## src/rtl/ucore_mem_arbiter_if.sv

```systemverilog
// Bundle of requester-side and shared-memory-side signals for ucore_mem_arbiter.
// The arbiter connects through the slave modport. The environment (the ucore
// instances plus the bus adapter) connects through the master modport.
interface ucore_mem_arbiter_if #(
  parameter int unsigned NREQ   = 4,
  parameter int unsigned ADDR_W = 32,
  parameter int unsigned DATA_W = 32
);
  // requester side
  logic [NREQ-1:0]        req_valid;
  logic [NREQ-1:0]        req_write;
  logic [NREQ*ADDR_W-1:0] req_addr;
  logic [NREQ*DATA_W-1:0] req_wdata;
  logic [NREQ-1:0]        req_ready;
  logic [NREQ-1:0]        rsp_valid;
  logic                   rsp_err;
  logic [DATA_W-1:0]      rsp_rdata;

  // shared memory port
  logic                   mem_req;
  logic                   mem_write;
  logic [ADDR_W-1:0]      mem_addr;
  logic [DATA_W-1:0]      mem_wdata;
  logic                   mem_gnt;
  logic                   mem_rsp_valid;
  logic [DATA_W-1:0]      mem_rdata;

  // status
  logic                   spurious;

  modport slave (
    input  req_valid, req_write, req_addr, req_wdata,
    input  mem_gnt, mem_rsp_valid, mem_rdata,
    output req_ready, rsp_valid, rsp_err, rsp_rdata,
    output mem_req, mem_write, mem_addr, mem_wdata,
    output spurious
  );

  modport master (
    output req_valid, req_write, req_addr, req_wdata,
    output mem_gnt, mem_rsp_valid, mem_rdata,
    input  req_ready, rsp_valid, rsp_err, rsp_rdata,
    input  mem_req, mem_write, mem_addr, mem_wdata,
    input  spurious
  );
endinterface

```

## src/rtl/ucore_mem_arbiter.sv

```systemverilog
// Round-robin arbiter/sequencer sharing one memory port between NREQ ucore
// program instances. It handles one transaction at a time in the sequence
// IDLE -> ISSUE -> (WAIT) -> RESP. Every response wait is bounded by a timeout.
module ucore_mem_arbiter #(
  parameter int unsigned NREQ        = 4,
  parameter int unsigned ADDR_W      = 32,
  parameter int unsigned DATA_W      = 32,
  parameter int unsigned TIMEOUT_CYC = 255
) (
  input  logic             clk,
  input  logic             resetn,
  ucore_mem_arbiter_if.slave bus
);

  localparam int unsigned SEL_W = (NREQ > 1) ? $clog2(NREQ) : 1;
  localparam logic [15:0] TO_LAST = 16'(TIMEOUT_CYC - 1);

  typedef enum logic [1:0] {
    IDLE,
    ISSUE,
    WAIT,
    RESP
  } state_e;

  state_e              state_q, state_d;
  logic [SEL_W-1:0]    sel_q, sel_d;
  logic [SEL_W-1:0]    rr_last_q, rr_last_d;
  logic                write_q, write_d;
  logic [ADDR_W-1:0]   addr_q, addr_d;
  logic [DATA_W-1:0]   wdata_q, wdata_d;
  logic [15:0]         cnt_q, cnt_d;
  logic                err_q, err_d;
  logic [DATA_W-1:0]   rdata_q, rdata_d;
  logic                spurious_q, spurious_d;

  logic                pick_found;
  logic [SEL_W-1:0]    pick_idx;

  logic [NREQ-1:0]     req_ready_o;
  logic [NREQ-1:0]     rsp_valid_o;
  logic                rsp_err_o;
  logic [DATA_W-1:0]   rsp_rdata_o;
  logic                mem_req_o;
  logic                mem_write_o;
  logic [ADDR_W-1:0]   mem_addr_o;
  logic [DATA_W-1:0]   mem_wdata_o;

  // Round-robin search: first pending requester after rr_last, wrapping.
  always_comb begin
    int unsigned cand;
    pick_found = 1'b0;
    pick_idx   = '0;
    cand       = 0;
    for (int unsigned k = 1; k <= NREQ; k++) begin
      cand = (32'(rr_last_q) + k) % NREQ;
      if (!pick_found && bus.req_valid[SEL_W'(cand)]) begin
        pick_found = 1'b1;
        pick_idx   = SEL_W'(cand);
      end
    end
  end

  // Next-state, datapath capture and output decode for the transaction FSM.
  always_comb begin
    state_d     = state_q;
    sel_d       = sel_q;
    rr_last_d   = rr_last_q;
    write_d     = write_q;
    addr_d      = addr_q;
    wdata_d     = wdata_q;
    cnt_d       = cnt_q;
    err_d       = err_q;
    rdata_d     = rdata_q;
    spurious_d  = spurious_q;

    req_ready_o = '0;
    rsp_valid_o = '0;
    rsp_err_o   = 1'b0;
    rsp_rdata_o = '0;
    mem_req_o   = 1'b0;
    mem_write_o = 1'b0;
    mem_addr_o  = '0;
    mem_wdata_o = '0;

    unique case (state_q)
      IDLE: begin
        if (bus.mem_rsp_valid) begin
          spurious_d = 1'b1;
        end
        // Gated with resetn so the combinational ready also drops during reset.
        if (pick_found && resetn) begin
          req_ready_o[pick_idx] = 1'b1;
          sel_d   = pick_idx;
          write_d = bus.req_write[pick_idx];
          addr_d  = bus.req_addr[pick_idx*ADDR_W +: ADDR_W];
          wdata_d = bus.req_wdata[pick_idx*DATA_W +: DATA_W];
          state_d = ISSUE;
        end
      end

      ISSUE: begin
        mem_req_o   = 1'b1;
        mem_write_o = write_q;
        mem_addr_o  = addr_q;
        mem_wdata_o = wdata_q;
        if (bus.mem_gnt && bus.mem_rsp_valid) begin
          rdata_d = bus.mem_rdata;
          err_d   = 1'b0;
          state_d = RESP;
        end else if (bus.mem_gnt) begin
          cnt_d   = '0;
          state_d = WAIT;
        end else if (bus.mem_rsp_valid) begin
          spurious_d = 1'b1;
        end
      end

      WAIT: begin
        if (bus.mem_rsp_valid) begin
          rdata_d = bus.mem_rdata;
          err_d   = 1'b0;
          state_d = RESP;
        end else if (cnt_q == TO_LAST) begin
          rdata_d = '0;
          err_d   = 1'b1;
          state_d = RESP;
        end else begin
          cnt_d = cnt_q + 16'd1;
        end
      end

      RESP: begin
        rsp_valid_o[sel_q] = 1'b1;
        rsp_err_o          = err_q;
        rsp_rdata_o        = rdata_q;
        rr_last_d          = sel_q;
        state_d            = IDLE;
        if (bus.mem_rsp_valid) begin
          spurious_d = 1'b1;
        end
      end

      default: begin
        state_d = IDLE;
      end
    endcase
  end

  // State and datapath registers; asynchronous active-low reset.
  always_ff @(posedge clk or negedge resetn) begin
    if (!resetn) begin
      state_q    <= IDLE;
      sel_q      <= '0;
      rr_last_q  <= SEL_W'(NREQ - 1);
      write_q    <= 1'b0;
      addr_q     <= '0;
      wdata_q    <= '0;
      cnt_q      <= '0;
      err_q      <= 1'b0;
      rdata_q    <= '0;
      spurious_q <= 1'b0;
    end else begin
      state_q    <= state_d;
      sel_q      <= sel_d;
      rr_last_q  <= rr_last_d;
      write_q    <= write_d;
      addr_q     <= addr_d;
      wdata_q    <= wdata_d;
      cnt_q      <= cnt_d;
      err_q      <= err_d;
      rdata_q    <= rdata_d;
      spurious_q <= spurious_d;
    end
  end

  assign bus.req_ready = req_ready_o;
  assign bus.rsp_valid = rsp_valid_o;
  assign bus.rsp_err   = rsp_err_o;
  assign bus.rsp_rdata = rsp_rdata_o;
  assign bus.mem_req   = mem_req_o;
  assign bus.mem_write = mem_write_o;
  assign bus.mem_addr  = mem_addr_o;
  assign bus.mem_wdata = mem_wdata_o;
  assign bus.spurious  = spurious_q;

endmodule

```

## src/flat_wrapper.sv

```systemverilog
// flat-port wrapper written by rule: the top's interface ports become plain ports
module ucore_mem_arbiter_flat 
#(
  parameter int unsigned NREQ        = 4,
  parameter int unsigned ADDR_W      = 32,
  parameter int unsigned DATA_W      = 32,
  parameter int unsigned TIMEOUT_CYC = 255
)
  (clk, resetn, bus_req_valid, bus_req_write, bus_req_addr, bus_req_wdata, bus_mem_gnt, bus_mem_rsp_valid, bus_mem_rdata, bus_req_ready, bus_rsp_valid, bus_rsp_err, bus_rsp_rdata, bus_mem_req, bus_mem_write, bus_mem_addr, bus_mem_wdata, bus_spurious);
  ucore_mem_arbiter_if #(.NREQ(NREQ), .ADDR_W(ADDR_W), .DATA_W(DATA_W)) bus_i ();
  input  logic clk;
  input  logic resetn;
  input wire logic [$bits(bus_i.req_valid)-1:0] bus_req_valid;
  input wire logic [$bits(bus_i.req_write)-1:0] bus_req_write;
  input wire logic [$bits(bus_i.req_addr)-1:0] bus_req_addr;
  input wire logic [$bits(bus_i.req_wdata)-1:0] bus_req_wdata;
  input wire logic [$bits(bus_i.mem_gnt)-1:0] bus_mem_gnt;
  input wire logic [$bits(bus_i.mem_rsp_valid)-1:0] bus_mem_rsp_valid;
  input wire logic [$bits(bus_i.mem_rdata)-1:0] bus_mem_rdata;
  output wire logic [$bits(bus_i.req_ready)-1:0] bus_req_ready;
  output wire logic [$bits(bus_i.rsp_valid)-1:0] bus_rsp_valid;
  output wire logic [$bits(bus_i.rsp_err)-1:0] bus_rsp_err;
  output wire logic [$bits(bus_i.rsp_rdata)-1:0] bus_rsp_rdata;
  output wire logic [$bits(bus_i.mem_req)-1:0] bus_mem_req;
  output wire logic [$bits(bus_i.mem_write)-1:0] bus_mem_write;
  output wire logic [$bits(bus_i.mem_addr)-1:0] bus_mem_addr;
  output wire logic [$bits(bus_i.mem_wdata)-1:0] bus_mem_wdata;
  output wire logic [$bits(bus_i.spurious)-1:0] bus_spurious;
  assign bus_i.req_valid = bus_req_valid;
  assign bus_i.req_write = bus_req_write;
  assign bus_i.req_addr = bus_req_addr;
  assign bus_i.req_wdata = bus_req_wdata;
  assign bus_i.mem_gnt = bus_mem_gnt;
  assign bus_i.mem_rsp_valid = bus_mem_rsp_valid;
  assign bus_i.mem_rdata = bus_mem_rdata;
  assign bus_req_ready = bus_i.req_ready;
  assign bus_rsp_valid = bus_i.rsp_valid;
  assign bus_rsp_err = bus_i.rsp_err;
  assign bus_rsp_rdata = bus_i.rsp_rdata;
  assign bus_mem_req = bus_i.mem_req;
  assign bus_mem_write = bus_i.mem_write;
  assign bus_mem_addr = bus_i.mem_addr;
  assign bus_mem_wdata = bus_i.mem_wdata;
  assign bus_spurious = bus_i.spurious;
  ucore_mem_arbiter #(.NREQ(NREQ), .ADDR_W(ADDR_W), .DATA_W(DATA_W), .TIMEOUT_CYC(TIMEOUT_CYC)) u_core (.clk(clk), .resetn(resetn), .bus(bus_i));
endmodule
```

## config.mk

```make
export PLATFORM = sky130hd
export DESIGN_NAME = ucore_mem_arbiter_flat
export DESIGN_NICKNAME = d
export VERILOG_FILES = /design/src/rtl/ucore_mem_arbiter_if.sv /design/src/rtl/ucore_mem_arbiter.sv /design/src/flat_wrapper.sv
export SDC_FILE = /design/constraint.sdc
export NUM_CORES = 1
export LEC_CHECK = 0
export ABC_AREA = 1
export ABC_CLOCK_PERIOD_IN_PS = 2800
export BUFFER_PORTS_ARGS = -buffer_cell sky130_fd_sc_hd__buf_2
export CORE_AREA = 2 2 158 160
export CTS_CLUSTER_DIAMETER = 40
export CTS_CLUSTER_SIZE = 24
export DETAILED_ROUTE_END_ITERATION = 10
export DIE_AREA = 0 0 160 162
export SETUP_SLACK_MARGIN = 0.3
export SYNTH_ARGS = -nofsm -noshare
export SYNTH_HDL_FRONTEND = slang
export SYNTH_SLANG_ARGS = --single-unit
```

## constraint.sdc

```tcl
create_clock -name clk -period 2.8 [get_ports clk]
set_input_delay 0.14 -clock clk [delete_from_list [all_inputs] [get_ports clk]]
set_output_delay 0.14 -clock clk [all_outputs]
set_load 0.01 [all_outputs]
```

# Yosys cells after proc, flatten, opt, wreduce, memory -nomap -nowiden

Index checks and enable logic that the tools add are counted.

Bits of input ports: 300
Logic and storage cells: 111
Bits in registers: 121

Eq/ne operators: 13
Magnitude comparators: 8
$add $sub $neg: 5
Reductions and logical operators: 19
Shifts and indexed selects: 2
Muxes and demuxes: 54

Operator list:

| cell                                                                                 | count |
|---|---|
| 128-bit by 8-bit indexed part select with 32-bit output                              | 2 |
| 32-bit 2-to-1 mux                                                                    | 6 |
| 16-bit 2-to-1 mux                                                                    | 4 |
| 32-bit one-hot mux with 2 select lines                                               | 1 |
| 16-bit one-hot mux with 2 select lines                                               | 1 |
| 1-bit 2-to-1 mux                                                                     | 20 |
| 2-bit by 3-bit less-than comparator with 1-bit output (second input constant)        | 6 |
| 2-bit 2-to-1 mux                                                                     | 9 |
| 16-bit by 1-bit adder with 16-bit output (second input constant)                     | 1 |
| 16-bit by 8-bit equality test with 1-bit output (second input constant)              | 1 |
| 4-bit 2-to-1 mux                                                                     | 3 |
| 1-bit binary-select mux with 2-bit select                                            | 5 |
| 2-bit inequality test (second input constant)                                        | 5 |
| 3-bit AND reduction                                                                  | 3 |
| 2-bit one-hot mux with 4 select lines                                                | 1 |
| 1-bit logical AND                                                                    | 7 |
| 3-bit by 2-bit inequality test with 1-bit output (second input constant)             | 2 |
| 5-bit AND reduction                                                                  | 1 |
| 2-bit by 1-bit adder with 2-bit output (second input constant)                       | 2 |
| 2-bit adder (second input constant)                                                  | 2 |
| 1-bit demux with 2-bit select                                                        | 2 |
| 2-bit equality test (second input constant)                                          | 2 |
| 2-bit by 1-bit greater-or-equal comparator with 1-bit output (second input constant) | 2 |
| 2-bit by 1-bit inequality test with 1-bit output (second input constant)             | 2 |
| 7 further kinds                                                                      | 11 |

# Logic depth before layout (Yosys ltp)

Gate-level depths: netlist of run 1.

Depth in word-level cells: 19
Mapped depth: 16
Gate-level depth less buffers: 13

# Least setup slack after synthesis of run 1

Ideal clock, no wire load.

Kind: reg2out
From: register u_core.rr_last_q[0]
To: output bus_req_ready[0]
Stages on the path, launching flop included: 14
Slack: 701 ps
Buffers on the path: 3
Data arrival time: 1959 ps
Cells stage by stage: dfstp_2 buf_4 inv_4 nand2_1 nand2_1 nand2_1 nand2_1 nor2_4 nand3_4 nand3_2 buf_4 buf_4 inv_2 nor3_1

Longest elaborated chain between the ends: 19
Elaborated cells on any way between the ends: 34
Classes of those cells: 4 x add/sub; 2 x order compare; 20 x mux; 8 x reduce/logical

RTL lines:

| element                                                                                                                                                            | line                     | source |
|---|---|---|
| start: declaration                                                                                                                                                 | ucore_mem_arbiter.sv:27  | `logic [SEL_W-1:0] rr_last_q, rr_last_d;` |
| start signal: assignment                                                                                                                                           | ucore_mem_arbiter.sv:154 | `rr_last_q <= SEL_W'(NREQ - 1);` |
| start signal: assignment                                                                                                                                           | ucore_mem_arbiter.sv:165 | `rr_last_q <= rr_last_d;` |
| 2-bit by 1-bit adder with 2-bit output                                                                                                                             | ucore_mem_arbiter.sv:55  | `cand = (32'(rr_last_q) + k) % NREQ;` |
| 1-bit binary-select mux with 2-bit select                                                                                                                          | ucore_mem_arbiter.sv:56  | `if (!pick_found && bus.req_valid[SEL_W'(cand)]) begin` |
| 1-bit 2-to-1 mux (not written as such)                                                                                                                             | ucore_mem_arbiter.sv:56  |  |
| 1-bit 2-to-1 mux                                                                                                                                                   | ucore_mem_arbiter.sv:56  |  |
| 1-bit zero test                                                                                                                                                    | ucore_mem_arbiter.sv:56  |  |
| 1-bit logical AND                                                                                                                                                  | ucore_mem_arbiter.sv:56  |  |
| 1-bit 2-to-1 mux                                                                                                                                                   | ucore_mem_arbiter.sv:56  |  |
| 1-bit zero test                                                                                                                                                    | ucore_mem_arbiter.sv:56  |  |
| [3 not listed]                                                                                                                                                     | n/a                      |  |
| 1-bit logical AND                                                                                                                                                  | ucore_mem_arbiter.sv:56  |  |
| 2-bit 2-to-1 mux                                                                                                                                                   | ucore_mem_arbiter.sv:56  |  |
| 2-bit by 3-bit less-than comparator with 1-bit output (not written as such) / 2-bit by 1-bit greater-or-equal comparator with 1-bit output (equally long branches) | ucore_mem_arbiter.sv:92  | `req_ready_o[pick_idx] = 1'b1;` |
| 1-bit logical AND (not written as such)                                                                                                                            | ucore_mem_arbiter.sv:92  |  |
| 1-bit 2-to-1 mux (not written as such)                                                                                                                             | ucore_mem_arbiter.sv:92  |  |
| 1-bit demux with 2-bit select                                                                                                                                      | n/a                      |  |
| 4-bit 2-to-1 mux (*)                                                                                                                                               | ucore_mem_arbiter.sv:91  | `if (pick_found && resetn) begin` |
| 4-bit 2-to-1 mux (*)                                                                                                                                               | ucore_mem_arbiter.sv:85  | `unique case (state_q)` |
| end: declaration                                                                                                                                                   | flat_wrapper.sv:20       | `output wire logic [$bits(bus_i.req_ready)-1:0] bus_req_ready;` |

Every way passes the cells marked *; elsewhere a longest branch is shown, timed or not. The select of a mux whose other input is x is not followed.

# Worst setup path in the final report of run 1

From: register u_core.rr_last_q[0]
To: output bus_req_ready[2]

The elaborated chain is that of the path after synthesis.

==> run_results.csv, run 1 <==
group,metric,value,unit
global_route,gr-total-overflow,0,
synth,ys_ff_latch,121,
final_layout,num-fill-cells,2514,
synth,synth_edf_count,0,
pwr,ir_drop,0.9775,mV
detailed_routing,ant_nets,0,
timing,fmax,402.3,MHz
floorplanning,die_w,160,µm
synth,syn_avg_cell_area,6.798,µm²
pwr,power_frac_clock,14.8,%
clock_network,root_buffer,"clkbuf_16",
worst_setup_path,cp_slowest_stage_delay,590,ps
placed_design,dpl_cell_area,10780,µm²
placed_design,place_inst,1907,
timing,slew_headroom,60.18,%
worst_setup_path,crit_type,"reg -> out",
final_layout,seqCellArea,3030,µm²
floorplanning,rows,57,
synth,synth_cell_type_count,33,
pwr,power_switching,0.008126,W
synth,synth_top_flop_cell,"dfrtp_1",
timing,layout_min_cycle_time,2485,ps
worst_setup_path,startpoint,"u_core.rr_last_q[0]$_DFFE_PN1P_",
global_route,grt_pass1_vias,9749,
final_layout,multiInputGateArea,4583,µm²
synth,synth-compound-area-share,5.576,%
clock_network,htree_levels,4,
detailed_routing,dr.pass1.iters,5,
synth,yosysSeqAreaShare,35.63,%
clock_network,cts_tree,"built",
worst_setup_path,crit_chain,"clkinv_4, buf_6, nand2_4, nand2_2, nand2_1, o21ai_2, nand3b_1, nor2_4, nor2_4, buf_8, nor3_4, buf_2",
worst_setup_path,critPathTopFamily,"simple AND/OR/NAND/NOR gates",
clock_network,clkTransAtPathRegs,60,ps
flow_run,drv_cap,0,
synth,async_flop_share,100.0,%
timing,tns,0,ps
pwr,netSwitchingFraction,50.92,%
worst_setup_path,r2r_end,"u_core.addr_q[6]$_DFFE_PN0P_",
detailed_routing,vias,10430,
placed_design,port_buffers,407,
synth,yosys_warnings,0,
worst_setup_path,endpoint,"bus_req_ready[2]",
worst_hold_path,worstHoldPathType,"in -> reg",
clock_network,insertion_delay,430,ps
synth,syn_nets,1558,
worst_setup_path,start_kind,"flop",
pwr,power.leakage,7.057,nW
worst_setup_path,cp.arrival,2350,ps
worst_setup_path,cp_slowest_cell,"dfstp_2",
detailed_routing,wl_per_cell,17.85,µm
global_route,grt_first_pass_wirelength,53560,µm
synth,synth_cells,1251,
worst_setup_path,crit_fanout,6,
synth,synth_top_family_by_area,"simple AND/OR/NAND/NOR gates",
floorplanning,ios,408,
detailed_routing,finalWirelength,35630,µm
pwr,power_frac_comb,66.7,%
synth,yosys.area.top_type,"dfrtp_1",
floorplanning,die_area,25920,µm²
timing,whs,29.12,ps
clock_network,numCtsBuffers,17,
synth,synth_area,8504,µm²
pwr,power_frac_seq,18.5,%
clock_network,clock-sinks,121,
floorplanning,die_height,162,µm
timing,setup_violations,0,
final_layout,fin_area,12150,µm²
global_route,globalRouteTotalUtil,25.98,%
synth,synth_adder_area_share,1.030,%
synth,synthMuxAreaShare,0,%
worst_setup_path,cp_common_cell,"nor2_4",
worst_setup_path,path_depth,12,
final_layout,area_growth,42.83,%
worst_hold_path,hp-start,"bus_req_addr[12]",
final_layout,final_cells,1996,
floorplanning,core,24110,µm²
worst_setup_path,ff2ff_setup_slack,360,ps
detailed_routing,drt_iter0_drc,955,
worst_setup_path,r2r-start,"u_core.rr_last_q[0]$_DFFE_PN1P_",
timing,post-route-period-util,88.77,%
final_layout,drive_gt1_share,32.46,%
placed_design,gp_congestion,0.9210,
synth,synth_common_cells,"nand2_1 (432), nand3_1 (197), nand4_1 (134), inv_1 (120), dfrtp_1 (119)",
global_route,grt_max_degree,97,
timing,skew,17.70,ps
detailed_routing,remaining_drc_errors,0,
synth,synth_top_area_share,35.02,%
pwr,power.density,1314,nW/µm²
timing,worstMarginPinSlew,597.3,ps
pwr,intPower,0.007832,W
synth,synthTopCellsByArea,"dfrtp_1 (35%), nand2_1 (19%), nand3_1 (12%)",
final_layout,fin_util,50.39,%
floorplanning,initial_core_util,35.28,%
synth,synth.most_common_cell,"nand2_1",
timing,rsz0062_at_grt,"true",
placed_design,dpl.hpwl,23790,µm
worst_setup_path,rr_worst_depth,14,
timing,hold_viol,0,
status,status,"finished, final reports clean",
final_layout,nNetsFinal,1964,
detailed_routing,viasPerCell,5.225,
synth,synthXorXnorAreaFrac,1.236,%
global_route,antenna_found_initial,4,
worst_setup_path,critical_path_required,2660,ps
clock_network,clockBufferDepth,2,
timing,maxSlewViolCount,0,
worst_setup_path,end_kind,"output pin",
synth,synth-simple-area-share,44.52,%
worst_setup_path,path_buf_inv,4,
-- area by class of cell --
type	instances	share of cell area (%)
Antenna cell	2	0.04120
Timing Repair Buffer	492	24.88
Tap cell	324	3.337
Clock buffer	17	3.502
Multi-Input combinational cell	900	37.73
Clock inverter	15	1.617
Inverter	125	3.945
Sequential cell	121	24.95
-- power by group through the flow --
stage	registers, W	logic, W	clock network, W
floorplan	0.00282	0.00686	0
global placement	0.00296	0.00948	0
detailed placement	0.00295	0.00954	0
CTS	0.00293	0.0101	0.00242
global route	0.00302	0.0117	0.00249
finish	0.00295	0.0106	0.00237
-- metal layers --
metal,GRT usage [%],vias to the layer above,wire [µm]
met5,0,-,21
met4,9.132,4,766
met3,6.180,54,2861
met2,41.89,477,16810
met1,34.27,4901,15170
li1,-,4993,-
-- worst min-delay path by stage --
stage	end	slack, ps	cells after the start
final	u_core.addr_q[12]$_DFFE_PN0P_	30	5
after detailed placement	u_core.rdata_q[13]$_DFFE_PN0P_	140	1
after CTS	u_core.addr_q[12]$_DFFE_PN0P_	20	5
after global routing	u_core.wdata_q[2]$_DFFE_PN0P_	30	5
after global placement	u_core.rdata_q[13]$_DFFE_PN0P_	150	1
after floorplan	u_core.addr_q[0]$_DFFE_PN0P_	-160	0
-- cell families (layout without fill, tap and decap cells) --
family	after synthesis	in the layout
AND/OR/NAND/NOR	818	818
buffers and inverters	230	649
flip-flops	121	121
AO/OA/AOI/OAI	63	63
XOR/XNOR	12	12
adder cells (fa/ha/maj)	7	7
other	0	2
-- through the flow --
step / setup slack [ps] / power, W
2_1_floorplan: 701.2 / 0.009687
3_3_place_gp: 242.4 / 0.01244
3_5_place_dp: 219.6 / 0.01248
4_1_cts: 307.3 / 0.01544
5_1_grt: 201.2 / 0.01720
6_report: 314.5 / 0.01596
-- worst min-delay path: stages --
cell and delay (ps):
buf_2 80, nand2_1 40, nand3_1 50, nand3_1 70, nand2_1 50
-- what timing repair did --
action | in CTS | in global routing
buffers inserted | 7 | 11
gates cloned | 2 | 2
pin swaps | 2 | 12
hold buffers | 33 | 0
gates resized for setup | 7 | 35
endpoints found under the hold margin | 80 | 0
endpoints found under the setup margin | 5 | 30
-- cell usage in the layout, fill, tap and decap left out, types with 4 or more instances in the layout --
master         synthesis  final
nor3_1                10      8
inv_6                  0      4
clkbuf_16              0     19
inv_8                  0      6
nand4_1              134    134
dlygate4sd3_1          0     33
inv_1                120    117
nand3_4                1      4
nand2_2                3     15
buf_2                 49    406
nor2_1                23     22
xnor2_1                4      4
nand2_1              432    417
o21ai_0               12     12
buf_12                 0     11
nand3_2               13     11
buf_4                 13     33
dfrtp_1              119    119
xor2_1                 8      8
ha_1                   7      6
a22o_1                32     32
o31ai_1               13     13
inv_2                  4      5
nand3_1              197    196
-- registers in the layout, summed over array words and instances (netlist names) --
name and count:
u_core.wdata_q 32, u_core.write_q 1, u_core.rdata_q 32, u_core.state_q 2
u_core.rr_last_q 2, u_core.bus.spurious 1, u_core.cnt_q 16, u_core.addr_q 32
u_core.sel_q 2, u_core.err_q 1
Power figures use the tool's default switching activity.
==> run 2, diff against run 1 <==
--- a/config.mk
+++ b/config.mk
@@ -8,11 +8,15 @@
 export ABC_AREA = 1
 export ABC_CLOCK_PERIOD_IN_PS = 2800
 export BUFFER_PORTS_ARGS = -buffer_cell sky130_fd_sc_hd__buf_2
-export CORE_AREA = 2 2 158 160
+export CELL_PAD_IN_SITES_DETAIL_PLACEMENT = 2
+export CELL_PAD_IN_SITES_GLOBAL_PLACEMENT = 2
+export CORE_MARGIN = 2
+export CORE_UTILIZATION = 24
 export CTS_CLUSTER_DIAMETER = 40
 export CTS_CLUSTER_SIZE = 24
 export DETAILED_ROUTE_END_ITERATION = 10
-export DIE_AREA = 0 0 160 162
+export MAX_ROUTING_LAYER = met4
+export PLACE_DENSITY_LB_ADDON = 0.1
 export SETUP_SLACK_MARGIN = 0.3
 export SYNTH_ARGS = -nofsm -noshare
 export SYNTH_HDL_FRONTEND = slang
==> run_results.csv, run 2 (same netlist as run 1, synthesis figures left out) <==
group,metric,value,unit
worst_setup_path,end_kind,"output pin",
timing,hold_viol,0,
final_layout,reg_top3,"u_core.addr_q (32), u_core.rdata_q (32), u_core.wdata_q (32)",
global_route,antenna_found_initial,11,
worst_setup_path,cp.arrival,2420,ps
global_route,grt_max_degree,122,
floorplanning,ios,408,
timing,fmax,390.9,MHz
timing,skew,10.93,ps
floorplanning,rows,68,
detailed_routing,remaining_drc_errors,0,
floorplanning,initial_core_util,24.50,%
timing,worstMarginPinSlew,720.8,ps
floorplanning,core,34710,µm²
clock_network,clkTransAtPathRegs,70,ps
floorplanning,die_height,192.2,µm
timing,slew_headroom,51.95,%
detailed_routing,dr.pass1.iters,4,
detailed_routing,finalWirelength,47820,µm
timing,setup_violations,0,
final_layout,nNetsFinal,1990,
final_layout,fin_util,37.61,%
detailed_routing,vias,10810,
worst_setup_path,critical_path_required,2660,ps
detailed_routing,viasPerCell,4.998,
global_route,grt_pass1_vias,11740,
detailed_routing,ant_nets,0,
global_route,grt_first_pass_wirelength,68380,µm
placed_design,dpl.hpwl,30050,µm
detailed_routing,wl_per_cell,22.12,µm
worst_hold_path,worstHoldPathType,"in -> reg",
global_route,gr-total-overflow,0,
clock_network,clock-sinks,121,
flow_run,drv_cap,0,
final_layout,multiInputGateArea,4745,µm²
timing,layout_min_cycle_time,2558,ps
worst_setup_path,start_kind,"flop",
timing,rsz0062_at_grt,"true",
placed_design,dpl_cell_area,11020,µm²
clock_network,numCtsBuffers,17,
timing,whs,24.48,ps
final_layout,num-fill-cells,4160,
clock_network,htree_levels,4,
timing,tns,0,ps
pwr,power.density,1416,nW/µm²
placed_design,gp_congestion,0.8338,
clock_network,cts_tree,"built",
timing,post-route-period-util,91.37,%
floorplanning,die_w,192.2,µm
clock_network,clockBufferDepth,2,
global_route,globalRouteTotalUtil,25.05,%
floorplanning,die_area,36960,µm²
final_layout,area_growth,53.52,%
worst_setup_path,cp_slowest_stage_delay,600,ps
worst_setup_path,crit_type,"reg -> out",
worst_setup_path,critPathTopFamily,"simple AND/OR/NAND/NOR gates",
clock_network,insertion_delay,430,ps
pwr,power.leakage,7.401,nW
final_layout,seqCellArea,3030,µm²
pwr,finalPower,0.01849,W
final_layout,final_cell_mix,"nand2_1 (404), buf_2 (404), nand3_1 (189)",
clock_network,root_buffer,"clkbuf_16",
worst_setup_path,path_buf_inv,5,
worst_setup_path,crit_chain,"buf_6, clkinvlp_4, nand2_2, nand2_1, nand2_1, o21ai_2, nand3b_1, nor2_4, inv_2, nand2_2, buf_8, nor2_1, buf_2",
final_layout,drive_gt1_share,34.91,%
status,status,"finished, final reports clean",
final_layout,fin_area,13060,µm²
timing,maxSlewViolCount,0,
pwr,ir_drop,0.6504,mV
worst_setup_path,crit_fanout,4,
placed_design,port_buffers,407,
worst_setup_path,cp_slowest_cell,"dfstp_2",
detailed_routing,drt_iter0_drc,415,
-- run 2: tightest hold or removal path, cell delays in order --
cell and delay (ps):
buf_2 110, nand2_1 70, a21o_1 110
-- run 2: routing by layer --
| layer | global-route usage [%] | share of wire (%) |
|---|---|---|
| met1 | 29.70 | 42 |
| met4 | 9.454 | 2.9 |
| met2 | 42.09 | 50 |
| met5 | - | 0 |
| met3 | 4.714 | 5.2 |
-- run 2: cell type report --
type	instances	share of cell area [%]
diodes	11	0.2108
flip-flops and latches	121	23.21
well taps	455	4.360
inverters	125	3.737
multi-input cells	900	36.34
repair buffers	517	27.46
repair inverters	1	0.05750
clock inverters	15	1.370
clock buffers	17	3.258
-- run 2: path summary, 6_finish.rpt --
check	startpoint	to	slack [ps]	cells past startpoint
max	u_core.rr_last_q[0]$_DFFE_PN1P_	bus_req_ready[1]	240	13
min	bus_mem_gnt	u_core.bus.spurious$_DFFE_PN0P_	20	3
max in group asynchronous	resetn	u_core.addr_q[27]$_DFFE_PN0P_	1790	3
min reg2reg	u_core.bus.spurious$_DFFE_PN0P_	u_core.bus.spurious$_DFFE_PN0P_	470	1
max reg2reg	u_core.rr_last_q[0]$_DFFE_PN1P_	u_core.wdata_q[29]$_DFFE_PN0P_	260	14
min in group asynchronous	resetn	u_core.rdata_q[7]$_DFFE_PN0P_	500	3
-- run 2: repair_timing --
action,4_1_cts,5_1_grt
cloned,6,12
setup buffers,25,6
hold buffers,33,0
pin swaps,15,24
setup endpoints to repair,12,132
gates resized for setup,41,62
endpoints found under the hold margin,151,0
-- run 2: metrics by stage --
| stage | setup slack, ps | std cells |
|---|---|---|
| 2_1_floorplan | 701.2 | 1251 |
| 5_1_grt | 125.8 | 2162 |
| 3_5_place_dp | 279.3 | 2037 |
| 3_3_place_gp | 366.1 | 2037 |
| 4_1_cts | 237.8 | 2133 |
| 6_report | 241.7 | 2162 |
-- run 2: where the power goes --
group          internal [W]  leakage (nW)  switching [W]
combinational       0.00530          5.58        0.00783
sequential          0.00251          1.52       0.000485
clock               0.00135         0.292        0.00101
total               0.00916          7.40        0.00933
==> run 3, diff against run 2 <==
--- a/config.mk
+++ b/config.mk
@@ -5,13 +5,12 @@
 export SDC_FILE = /design/constraint.sdc
 export NUM_CORES = 1
 export LEC_CHECK = 0
-export ABC_AREA = 1
 export ABC_CLOCK_PERIOD_IN_PS = 2800
 export BUFFER_PORTS_ARGS = -buffer_cell sky130_fd_sc_hd__buf_2
 export CELL_PAD_IN_SITES_DETAIL_PLACEMENT = 2
 export CELL_PAD_IN_SITES_GLOBAL_PLACEMENT = 2
 export CORE_MARGIN = 2
-export CORE_UTILIZATION = 24
+export CORE_UTILIZATION = 25
 export CTS_CLUSTER_DIAMETER = 40
 export CTS_CLUSTER_SIZE = 24
 export DETAILED_ROUTE_END_ITERATION = 10
==> run_results.csv, run 3 <==
group,metric,value,unit
synth,synth_edf_count,0,
pwr,power.leakage,5.392,nW
timing,setup_violations,0,
detailed_routing,dr.pass1.iters,4,
synth,synth.most_common_cell,"dfrtp_1",
detailed_routing,finalWirelength,36510,µm
floorplanning,ios,408,
worst_setup_path,end_kind,"flop",
synth,synth_area,7566,µm²
clock_network,root_buffer,"clkbuf_16",
floorplanning,initial_core_util,25.46,%
detailed_routing,vias,8151,
clock_network,htree_levels,4,
placed_design,dp_slack,306.5,ps
worst_setup_path,rr_worst_depth,5,
placed_design,port_buffers,407,
timing,whs,63.99,ps
synth,yosys_warnings,0,
synth,synth_cells,795,
placed_design,place_inst,1537,
final_layout,final_cells,1628,
worst_setup_path,r2r_end,"u_core.wdata_q[28]$_DFFE_PN0P_",
clock_network,clockBufferDepth,2,
clock_network,insertion_delay,420,ps
final_layout,nNetsFinal,1512,
synth,syn_avg_cell_area,9.517,µm²
worst_setup_path,critical_path_required,3160,ps
timing,post-route-period-util,86.18,%
timing,slew_headroom,34.54,%
flow_run,drv_cap,0,
final_layout,reg_top3,"u_core.addr_q (32), u_core.rdata_q (32), u_core.wdata_q (32)",
synth,syn_nets,1102,
pwr,finalPower,0.009815,W
synth,synthTopCellsByArea,"dfrtp_1 (39%), a221o_1 (8.6%), and2_1 (8.3%)",
pwr,power.density,884.6,nW/µm²
timing,fmax,414.4,MHz
global_route,antenna_found_initial,19,
clock_network,clkTransAtPathRegs,60,ps
global_route,grt_max_degree,68,
synth,synth_common_cells,"dfrtp_1 (119), and2_1 (100), nand3_1 (76), a21oi_1 (70), a221o_1 (65)",
worst_setup_path,start_kind,"flop",
floorplanning,die_w,178.0,µm
floorplanning,die_area,31670,µm²
timing,worstMarginPinSlew,979.5,ps
worst_setup_path,crit_type,"reg -> reg",
detailed_routing,wl_per_cell,22.43,µm
worst_hold_path,holdPathEnd,"u_core.wdata_q[21]$_DFFE_PN0P_",
worst_setup_path,crit_fanout,34,
timing,maxSlewViolCount,0,
worst_hold_path,worstHoldPathType,"in -> reg",
synth,ys_ff_latch,121,
global_route,gr-total-overflow,0,
worst_hold_path,whs_path_depth,3,
floorplanning,rows,63,
timing,layout_min_cycle_time,2413,ps
global_route,grt_first_pass_wirelength,54190,µm
pwr,ir_drop,0.4419,mV
synth,synth_top_area_share,39.36,%
global_route,globalRouteTotalUtil,23.42,%
worst_setup_path,r2r-start,"u_core.rr_last_q[0]$_DFFE_PN1P_",
synth,async_flop_share,100.0,%
final_layout,drive_gt1_share,41.79,%
floorplanning,core,29720,µm²
global_route,grt_pass1_vias,9125,
synth,yosys.area.top_type,"dfrtp_1",
final_layout,final_common_cell,"buf_2",
worst_setup_path,ff2ff_setup_slack,390,ps
synth,yosysSeqAreaShare,40.05,%
timing,tns,0,ps
timing,setup_ws,386.9,ps
clock_network,clock-sinks,121,
detailed_routing,viasPerCell,5.007,
synth,synth_top_flop_cell,"dfrtp_1",
status,status,"finished, final reports clean",
clock_network,numCtsBuffers,17,
worst_setup_path,cp.arrival,2770,ps
detailed_routing,drt_iter0_drc,293,
floorplanning,die_height,178.0,µm
timing,hold_viol,0,
placed_design,gp_congestion,0.7781,
final_layout,area_growth,46.65,%
final_layout,final_cell_mix,"buf_2 (406), dfrtp_1 (119), and2_1 (100)",
timing,rsz0062_at_grt,"true",
detailed_routing,remaining_drc_errors,0,
timing,skew,13.96,ps
placed_design,dpl.hpwl,24540,µm
clock_network,cts_tree,"built",
synth,synth_cell_type_count,52,
worst_hold_path,hp-start,"bus_req_wdata[53]",
detailed_routing,ant_nets,0,
## run 3: routing by layer
metal | track usage [%] | wire (µm)
met5 | - | 0
met4 | 7.411 | 639
met3 | 5.998 | 2277
met2 | 40.28 | 18610
met1 | 26.60 | 14990
## run 3: kinds of logic after synthesis
family	Yosys count	share of synthesized area, %
compound gates	258	23.88
simple gates	242	18.08
flops	121	40.05
buf+inv	87	5.308
mux	69	10.25
xor+xnor	11	1.273
fa+ha+maj	7	1.158
## run 3: cell type report
type                    count  area (µm²)
inverters                  10       37.54
well taps                 390       488.0
fillers                  3381       18620
repair buffers            468        2709
clock inverters            13       118.9
diodes                     20       50.05
flip-flops and latches    121        3030
multi-input cells         587        4219
clock buffers              19       442.9
## run 3: metrics by stage
step | cell area [µm²] | utilization, %
after floorplan | 7566 | -
after global placement | 10080 | 33.92
after detailed placement | 10080 | 33.92
after CTS | 11010 | 37.06
after global routing | 11090 | 37.33
final | 11100 | 37.34
## run 3: worst max path at each step
stage / start / to / slack [ps]
finish: u_core.rr_last_q[0]$_DFFE_PN1P_ / u_core.wdata_q[28]$_DFFE_PN0P_ / 390
global route: u_core.state_q[0]$_DFFE_PN0P_ / u_core.wdata_q[25]$_DFFE_PN0P_ / 250
CTS: u_core.rr_last_q[1]$_DFFE_PN1P_ / bus_req_ready[0] / 330
detailed placement: u_core.rr_last_q[1]$_DFFE_PN1P_ / u_core.wdata_q[10]$_DFFE_PN0P_ / 310
global placement: u_core.rr_last_q[1]$_DFFE_PN1P_ / u_core.addr_q[2]$_DFFE_PN0P_ / 360
floorplan: u_core.rr_last_q[1]$_DFFE_PN1P_ / u_core.addr_q[28]$_DFFE_PN0P_ / 580
## run 3: what timing repair did
item	in CTS	in global routing
cloned	0	1
buffers inserted	5	0
setup endpoints to repair	4	56
gates resized for setup	1	2
endpoints found under the hold margin	54	0
hold buffers	33	0
## run 3: critical path: stages, from the launching register on
cell	delay (ps)
dfstp_2	610
o211ai_1	180
and3_1	260
nor2_4	780
buf_12	300
a221o_1	190
## run 3: power by group
group          switching, W  internal [W]  total, W
registers          0.000432       0.00247   0.00290
clock network      0.000919       0.00125   0.00217
logic               0.00260       0.00215   0.00475
